$ cat src/rtl/dccm_arb.sv
// Single-port DCCM arbiter between the core LSU and a DMA/loader master.
// Decodes console/finish MMIO writes and routes 1-cycle read returns to their owner.
module dccm_arb #(
    parameter int unsigned     XLEN         = 32,
    parameter int unsigned     STARVE_MAX   = 4,
    parameter logic [XLEN-1:0] CONSOLE_ADDR = 32'h00200000,
    parameter logic [XLEN-1:0] FINISH_ADDR  = 32'h10000000
) (
    input  logic            clk,
    input  logic            rst_n,

    input  logic            lsu_req,
    input  logic            lsu_we,
    input  logic [XLEN-1:0] lsu_addr,
    input  logic [XLEN-1:0] lsu_wdata,
    input  logic [3:0]      lsu_be,
    output logic            lsu_gnt,
    output logic            lsu_rvalid,
    output logic [XLEN-1:0] lsu_rdata,

    input  logic            dma_req,
    input  logic            dma_lock,
    input  logic            dma_we,
    input  logic [XLEN-1:0] dma_addr,
    input  logic [XLEN-1:0] dma_wdata,
    input  logic [3:0]      dma_be,
    output logic            dma_gnt,
    output logic            dma_rvalid,
    output logic [XLEN-1:0] dma_rdata,

    output logic            mem_en,
    output logic            mem_wen,
    output logic [XLEN-1:0] mem_addr,
    output logic [XLEN-1:0] mem_wdata,
    output logic [3:0]      mem_be,
    input  logic [XLEN-1:0] mem_rdata,

    output logic            console_valid,
    output logic [7:0]      console_char,
    output logic            finish
);

    typedef enum logic {
        ARB      = 1'b0,
        DMA_LOCK = 1'b1
    } state_e;

    localparam logic [3:0] STARVE_LIM = 4'(STARVE_MAX);

    state_e state_q, state_d;

    logic [3:0] starve_cnt_q, starve_cnt_d;
    logic       lsu_rd_q, lsu_rd_d;
    logic       dma_rd_q, dma_rd_d;
    logic       mmio_rd_q, mmio_rd_d;
    logic       console_valid_q, console_valid_d;
    logic [7:0] console_char_q, console_char_d;
    logic       finish_q, finish_d;

    logic            lock_active;
    logic            starved;
    logic            any_gnt;
    logic            sel_we;
    logic [XLEN-1:0] sel_addr;
    logic [XLEN-1:0] sel_wdata;
    logic [3:0]      sel_be;
    logic            hit_console;
    logic            hit_finish;
    logic            hit_mmio;

    // ---------------- FSM: state register ----------------
    always_ff @(posedge clk) begin
        if (!rst_n) state_q <= ARB;
        else        state_q <= state_d;
    end

    // ---------------- FSM: next state ----------------
    always_comb begin
        state_d = state_q;
        case (state_q)
            ARB:      if (dma_gnt && dma_lock) state_d = DMA_LOCK;
            DMA_LOCK: if (!dma_lock)           state_d = ARB;
            default:                           state_d = ARB;
        endcase
    end

    // ---------------- FSM: grant outputs ----------------
    // Lock only binds while dma_lock is still high; the release cycle arbitrates normally.
    always_comb begin
        lock_active = (state_q == DMA_LOCK) && dma_lock;
        starved     = (starve_cnt_q == STARVE_LIM);
        dma_gnt     = rst_n && dma_req && (lock_active || !lsu_req || starved);
        lsu_gnt     = rst_n && lsu_req && !lock_active && !dma_gnt;
    end

    // ---------------- Winner datapath and MMIO decode ----------------
    always_comb begin
        any_gnt     = lsu_gnt || dma_gnt;
        sel_we      = dma_gnt ? dma_we    : lsu_we;
        sel_addr    = dma_gnt ? dma_addr  : lsu_addr;
        sel_wdata   = dma_gnt ? dma_wdata : lsu_wdata;
        sel_be      = dma_gnt ? dma_be    : lsu_be;
        hit_console = any_gnt && (sel_addr == CONSOLE_ADDR);
        hit_finish  = any_gnt && (sel_addr == FINISH_ADDR);
        hit_mmio    = hit_console || hit_finish;

        mem_en    = any_gnt && !hit_mmio;
        mem_wen   = mem_en && sel_we;
        mem_addr  = mem_en ? sel_addr  : '0;
        mem_wdata = mem_en ? sel_wdata : '0;
        mem_be    = mem_en ? sel_be    : '0;
    end

    // ---------------- Sequential bookkeeping ----------------
    always_comb begin
        if (dma_req && !dma_gnt)
            starve_cnt_d = starved ? starve_cnt_q : starve_cnt_q + 4'd1;
        else
            starve_cnt_d = 4'd0;

        lsu_rd_d        = lsu_gnt && !lsu_we;
        dma_rd_d        = dma_gnt && !dma_we;
        mmio_rd_d       = hit_mmio && !sel_we;
        console_valid_d = hit_console && sel_we;
        console_char_d  = console_valid_d ? sel_wdata[7:0] : 8'd0;
        finish_d        = finish_q || (hit_finish && sel_we);
    end

    always_ff @(posedge clk) begin
        if (!rst_n) begin
            starve_cnt_q    <= 4'd0;
            lsu_rd_q        <= 1'b0;
            dma_rd_q        <= 1'b0;
            mmio_rd_q       <= 1'b0;
            console_valid_q <= 1'b0;
            console_char_q  <= 8'd0;
            finish_q        <= 1'b0;
        end else begin
            starve_cnt_q    <= starve_cnt_d;
            lsu_rd_q        <= lsu_rd_d;
            dma_rd_q        <= dma_rd_d;
            mmio_rd_q       <= mmio_rd_d;
            console_valid_q <= console_valid_d;
            console_char_q  <= console_char_d;
            finish_q        <= finish_d;
        end
    end

    // ---------------- Read return routing ----------------
    // A return is suppressed while reset is held so an in-flight read never surfaces.
    always_comb begin
        lsu_rvalid = rst_n && lsu_rd_q;
        dma_rvalid = rst_n && dma_rd_q;
        lsu_rdata  = (lsu_rvalid && !mmio_rd_q) ? mem_rdata : '0;
        dma_rdata  = (dma_rvalid && !mmio_rd_q) ? mem_rdata : '0;
    end

    assign console_valid = console_valid_q;
    assign console_char  = console_char_q;
    assign finish        = finish_q;

endmodule

$ cat config.mk
export PLATFORM = sky130hd
export DESIGN_NAME = dccm_arb
export DESIGN_NICKNAME = d
export VERILOG_FILES = /design/src/rtl/dccm_arb.sv
export SDC_FILE = /design/constraint.sdc
export NUM_CORES = 1
export LEC_CHECK = 0
export CAP_MARGIN = 10
export CORE_AREA = 8 8 119 121
export DETAILED_ROUTE_END_ITERATION = 7
export DIE_AREA = 0 0 127 129
export PLACE_DENSITY = 0.7
export SLEW_MARGIN = 20
export SYNTH_ARGS = -nofsm -noshare
export SYNTH_HDL_FRONTEND = slang
export SYNTH_SLANG_ARGS = --single-unit
$ cat constraint.sdc
create_clock -name clk -period 2.8 [get_ports clk]
set_clock_uncertainty 0.15 [all_clocks]
set_input_delay 0.28 -clock clk [delete_from_list [all_inputs] [get_ports clk]]
set_output_delay 0.28 -clock clk [all_outputs]
set_load 0.05 [all_outputs]
Word level (Yosys, flattened, before mapping)
Cells that the tools add are included.
{"block": "word_totals", "reg_bits": 18, "latchBits": 0, "ramBits": 0, "rom_bits": 0, "in_bits": 175, "output_inout_bits": 148, "wordCells": 61, "mem_count": 0}
{"block": "classes", "add_sub_neg": 1, "multipliers": 0, "n_div": 0, "order_cmp": 0, "n_eq_ne": 3, "shift": 0, "muxes": 12, "bitwise_logic": 1, "reduce_logical": 36}
{"cell": "two-way mux 32 bit", "n": 6}
{"cell": "equality test 32 x 22 -> 1 bit (second input constant)", "n": 1}
{"cell": "equality test 32 x 29 -> 1 bit (second input constant)", "n": 1}
{"cell": "logical AND 1 bit", "n": 21}
{"cell": "logical NOT 1 bit", "n": 8}
{"cell": "two-way mux 4 bit", "n": 2}
{"cell": "logical OR 1 bit", "n": 5}
{"cell": "adder 4 x 1 -> 4 bit (second input constant)", "n": 1}
{"cell": "equality test 4 x 3 -> 1 bit (second input constant)", "n": 1}
{"cell": "AND reduction 2 bit", "n": 2}
{"cell": "two-way mux 1 bit", "n": 3}
{"cell": "one-hot mux 1 bit (2 select lines)", "n": 1}
{"cell": "inverter 1 bit", "n": 1}

Depth between registers and ports, before layout
Gate-level depths: netlist of the first run.
{"block": "depth", "ltp_word": 12, "depth_mapped": 9, "ltp_nobuf": 8}

Worst setup path before layout of the first run
No wires, ideal clock.
{"block": "synth_path", "path_kind": "register to output", "startpoint": "register starve_cnt_q[0]", "endpoint": "output mem_be[0]", "t_arrival_ps": 2640, "t_required_ps": 2370, "setup_slack_ps": -270, "path_stages_with_launch": 9, "path_buffers": 2, "path_cell_list": "dfxtp_1 > inv_1 > ha_1 > nand3b_1 > a21o_1 > buf_2 > clkbuf_1 > mux2i_1 > nor3_1"}
{"block": "synth_via", "elab_chain_len": 11, "elab_cells_between_ends": 16, "cone_classes": "eq/ne: 3; mux: 3; reduce/logical: 10"}
{"item": "start, declared", "line_no": "52", "text": "logic [3:0] starve_cnt_q, starve_cnt_d;"}
{"item": "start signal, assigned", "line_no": "139", "text": "starve_cnt_q <= starve_cnt_d;"}
{"item": "equality test 4 x 3 -> 1 bit (*)", "line_no": "91", "text": "starved = (starve_cnt_q == STARVE_LIM);"}
{"item": "logical OR 1 bit (*)", "line_no": "92", "text": "dma_gnt = rst_n && dma_req && (lock_active || !lsu_req || starved);"}
{"item": "logical AND 1 bit (*)", "line_no": "92"}
{"item": "parallel branches: the longest is 7 deep, another holds two-way mux 32 bit"}
{"item": "two-way mux 4 bit (*)", "line_no": "111", "text": "mem_be = mem_en ? sel_be : '0;"}
{"item": "end, declared", "line_no": "35", "text": "output logic [3:0] mem_be,"}
Every way passes the cells marked *.

Worst setup path after layout of the first run
{"block": "layout_path", "startpoint": "input lsu_addr[15]", "endpoint": "output mem_wdata[15]"}
{"block": "layout_via", "elab_chain_len": 7, "elab_cells_between_ends": 9, "cone_classes": "eq/ne: 2; mux: 2; reduce/logical: 5"}
{"item": "start, declared", "line_no": "14", "text": "input logic [XLEN-1:0] lsu_addr,"}
{"item": "two-way mux 32 bit (*)", "line_no": "100", "text": "sel_addr = dma_gnt ? dma_addr : lsu_addr;"}
{"item": "equality test 32 x 22 -> 1 bit / equality test 32 x 29 -> 1 bit (equally long branches)", "line_no": "103, 104"}
{"item": "logical AND 1 bit (on tied branches)", "line_no": "103, 104"}
{"item": "logical OR 1 bit (*)", "line_no": "105", "text": "hit_mmio = hit_console || hit_finish;"}
{"item": "logical NOT 1 bit (*)", "line_no": "107", "text": "mem_en = any_gnt && !hit_mmio;"}
{"item": "logical AND 1 bit (*)", "line_no": "107"}
{"item": "two-way mux 32 bit (*)", "line_no": "110", "text": "mem_wdata = mem_en ? sel_wdata : '0;"}
{"item": "end, declared", "line_no": "34", "text": "output logic [XLEN-1:0] mem_wdata,"}
Every way passes the cells marked *; elsewhere a longest branch is shown, timed or not.

==> results.ini, run 1 <==
[cts]
htreeDepth=1
clkTransAtPathRegs_ns=0.05
clkLatencyLatePin_ns=0.24
cts_tree=done
ctsHoldBuffers=0
cts.sinks=18
clockBufferDepth=2
numCtsBuffers=3
root_buffer=clkbuf_16

[logic_synthesis]
ys_seq_elements=18
ys_top_cells_by_area=and2_1, mux2i_1, dfxtp_1, nand2_1, nor3_1
yosysTopAreaCell=and2_1
async_flop_share_pct=0
synth_area_um2=2350
seq_area_frac_synth_pct=15.4
ys.warnings.count=0
synthesis.nets=533
ys.flop_type=dfxtp_1
syn_inst=356
synth_top_area_share_pct=17.6
synth.distinct_cells=35
syn_area_per_cell_um2=6.59
synth-edff-count=0

[worst_setup_path]
crit_path_end_kind=output port
required_ns=2.37
crit_type=input port to output port
ff2ff_path_depth=10
rr_startpoint=starve_cnt_q[0]$_SDFFE_PN0N_
r2r_end=console_char[2]$_SDFF_PN0_
ff2ff_setup_slack_ns=0.25
critical_path.max_fanout=8
worstSetupStartpointType=input port
worst_ep_arrival_time_ns=2.47

[final_layout]
final_common_cell=clkdlybuf4s50_1
final_cells=852
syn_to_final_growth_pct=220
utilization_pct=61.0
fillers=1044
mostFrequentLayoutCells=clkdlybuf4s50_1, buf_12, and2_1
drive_gt1_share_pct=37.9
fin_area_um2=7520
fin_nets=880

[timing]
period_share_pct=104
setup_viol=18
maxSlewHeadroom_pct=62.1
setup_ws_ns=-0.0989
final_max_slew_viol_count=0
max_freq_mhz=345
finalHoldViolCount=0
fin_crit_ns=2.90
worstMarginPinSlew_ns=0.568
setup_tns_ns=-1.28
rsz0062_at_grt=true

[grt]
grt_first_pass_wirelength_um=23700
top_usage_layer=met2
use_met1_pct=19.4
grt_max_degree=76
grt_use_met3_pct=5.05
antenna_found_initial=1
grt_overflow=0
grtUsageTotal_pct=18.3
grt_pass1_vias=4299
met2_usage_pct=34.7

[die]
io_pins=323
die_w_um=127
fp.dieH_um=129
core_area_um2=12300
dieArea_um2=16400
rows=41
initial_core_util_pct=19.1

[placement]
placedCellCount=839
place_area_um2=7030
dpl.hpwl_um=13400
gp_congestion=0.901
io_buffers=322
place_ws_ns=-0.239

[worst_hold_path]
hold_depth=2
hp-class=input port to flip-flop
whs_endpoint=state_q$_SDFF_PN0_
hp-start=dma_lock

[drt]
drtIter0Drc=163
drt-total-wl_um=16100
drc=0
firstDrtPassIters=4
wl_per_cell_um=18.9
vias=3935
vias_per_cell=4.62
ant_nets=0

[power]
power_density_nw_per_um2=218
power_leakage_nw=3.32
peakVddDrop_v=0.000174

[status]
status=finished with violations
failed_checks=negative setup slack

[flow_run]
maxCapViolCount=0

## cell families after synthesis
family / Yosys count / share of synthesized area [%]
and+or+nand+nor: 215 / 48.3
muxes: 41 / 17.5
AOI/OAI and AO/OA: 39 / 9.65
buffers and inverters: 37 / 6.61
DFF: 18 / 15.4
xor gates and xnor gates: 4 / 1.49
adders and majority gates: 2 / 1.07
## worst max-delay path by stage
| stage | start | to | slack (ns) | depth (start not counted) |
|---|---|---|---|---|
| 4_1_cts | starve_cnt_q[1]$_SDFFE_PN0N_ | mem_en | -0.08 | 11 |
| 2_1_floorplan | starve_cnt_q[0]$_SDFFE_PN0N_ | mem_wdata[18] | -0.22 | 8 |
| 3_3_place_gp | lsu_addr[25] | mem_wdata[9] | -0.19 | 8 |
| 5_1_grt | starve_cnt_q[1]$_SDFFE_PN0N_ | mem_wdata[15] | -0.18 | 12 |
| 3_5_place_dp | lsu_addr[25] | mem_wdata[20] | -0.24 | 8 |
| 6_report | lsu_addr[15] | mem_wdata[15] | -0.1 | 10 |
## worst max-delay path, stage by stage
cell and delay (ns):
clkdlybuf4s50_1 0.44, nor4_2 0.19, nand4_1 0.18, or3_4 0.42
a211oi_4 0.28, buf_4 0.16, buf_6 0.12, buf_16 0.17
nor3_4 0.06, buf_6 0.17
## flip-flops by register name, indices dropped and copies added (netlist names)
signal,flops
console_char,8
starve_cnt_q,4
console_valid,1
dma_rd_q,1
finish,1
lsu_rd_q,1
mmio_rd_q,1
state_q,1
## per-stage QoR
stage,total power [W],hold WS [ns]
global route,0.00171,0.227
global placement,0.00133,0.286
finish,0.00164,0.219
CTS,0.00165,0.329
floorplan,0.000733,0.202
detailed placement,0.00134,0.314
## repair_timing
| item | CTS | global route |
|---|---|---|
| buffers inserted | 8 | 1 |
| gates resized for setup | 98 | 16 |
| endpoints found under the setup margin | 40 | 40 |
| pin swaps | 28 | 11 |
| gates cloned | 4 | 0 |
## layer usage
layer | up-vias | share of wire, %
met4 | 0 | 1.8
li1 | 1914 | -
met1 | 1797 | 38
met2 | 208 | 52
met3 | 16 | 7.9
met5 | - | 0
## power breakdown
group | switching (W) | internal [W] | total [W] | leakage [nW]
registers | 0.00000126 | 0.000259 | 0.000261 | 0.146
logic | 0.000564 | 0.000541 | 0.00111 | 3.13
clock network | 0.0000885 | 0.000188 | 0.000276 | 0.0370
total | 0.000654 | 0.000988 | 0.00164 | 3.32
## final cells by class
cell class | count | area, µm² | share of cell area [%]
multi-input combinational | 301 | 2200 | 29.3
antenna | 1 | 2.50 | 0.0333
clock buffer | 3 | 75.1 | 0.999
sequential | 18 | 363 | 4.83
tap | 150 | 188 | 2.50
timing repair buffer | 373 | 4660 | 62.0
inverter | 6 | 22.5 | 0.300
## Yosys cell counts (all sizes together) (2+ instances only)
cell type / number
ha: 2
buf: 16
a21boi: 2
and2: 66
inv: 6
clkbuf: 15
nor2b: 2
nor4: 14
a21oi: 31
nor3: 40
nor2: 17
nand4b: 2
nand2: 62
nand4: 5
mux2i: 40
or3: 2
nand3b: 3
dfxtp: 18
xor2: 3
(Power assumes the default switching activity.)
==> run 2: changes to the inputs <==
--- a/config.mk
+++ b/config.mk
@@ -10,7 +10,7 @@
 export DETAILED_ROUTE_END_ITERATION = 7
 export DIE_AREA = 0 0 127 129
 export PLACE_DENSITY = 0.7
-export SLEW_MARGIN = 20
+export SLEW_MARGIN = 5
 export SYNTH_ARGS = -nofsm -noshare
 export SYNTH_HDL_FRONTEND = slang
 export SYNTH_SLANG_ARGS = --single-unit
==> results of run 2 <==
Same layout as run 1: the final DEF is identical, and so are final timing and power.
==> run 3: changes to the inputs <==
--- a/config.mk
+++ b/config.mk
@@ -7,6 +7,7 @@
 export LEC_CHECK = 0
 export CAP_MARGIN = 10
 export CORE_AREA = 8 8 119 121
+export CTS_CLUSTER_DIAMETER = 80
 export DETAILED_ROUTE_END_ITERATION = 7
 export DIE_AREA = 0 0 127 129
 export PLACE_DENSITY = 0.7
==> results of run 3 <==
Same layout as run 1: the final DEF is identical, and so are final timing and power.
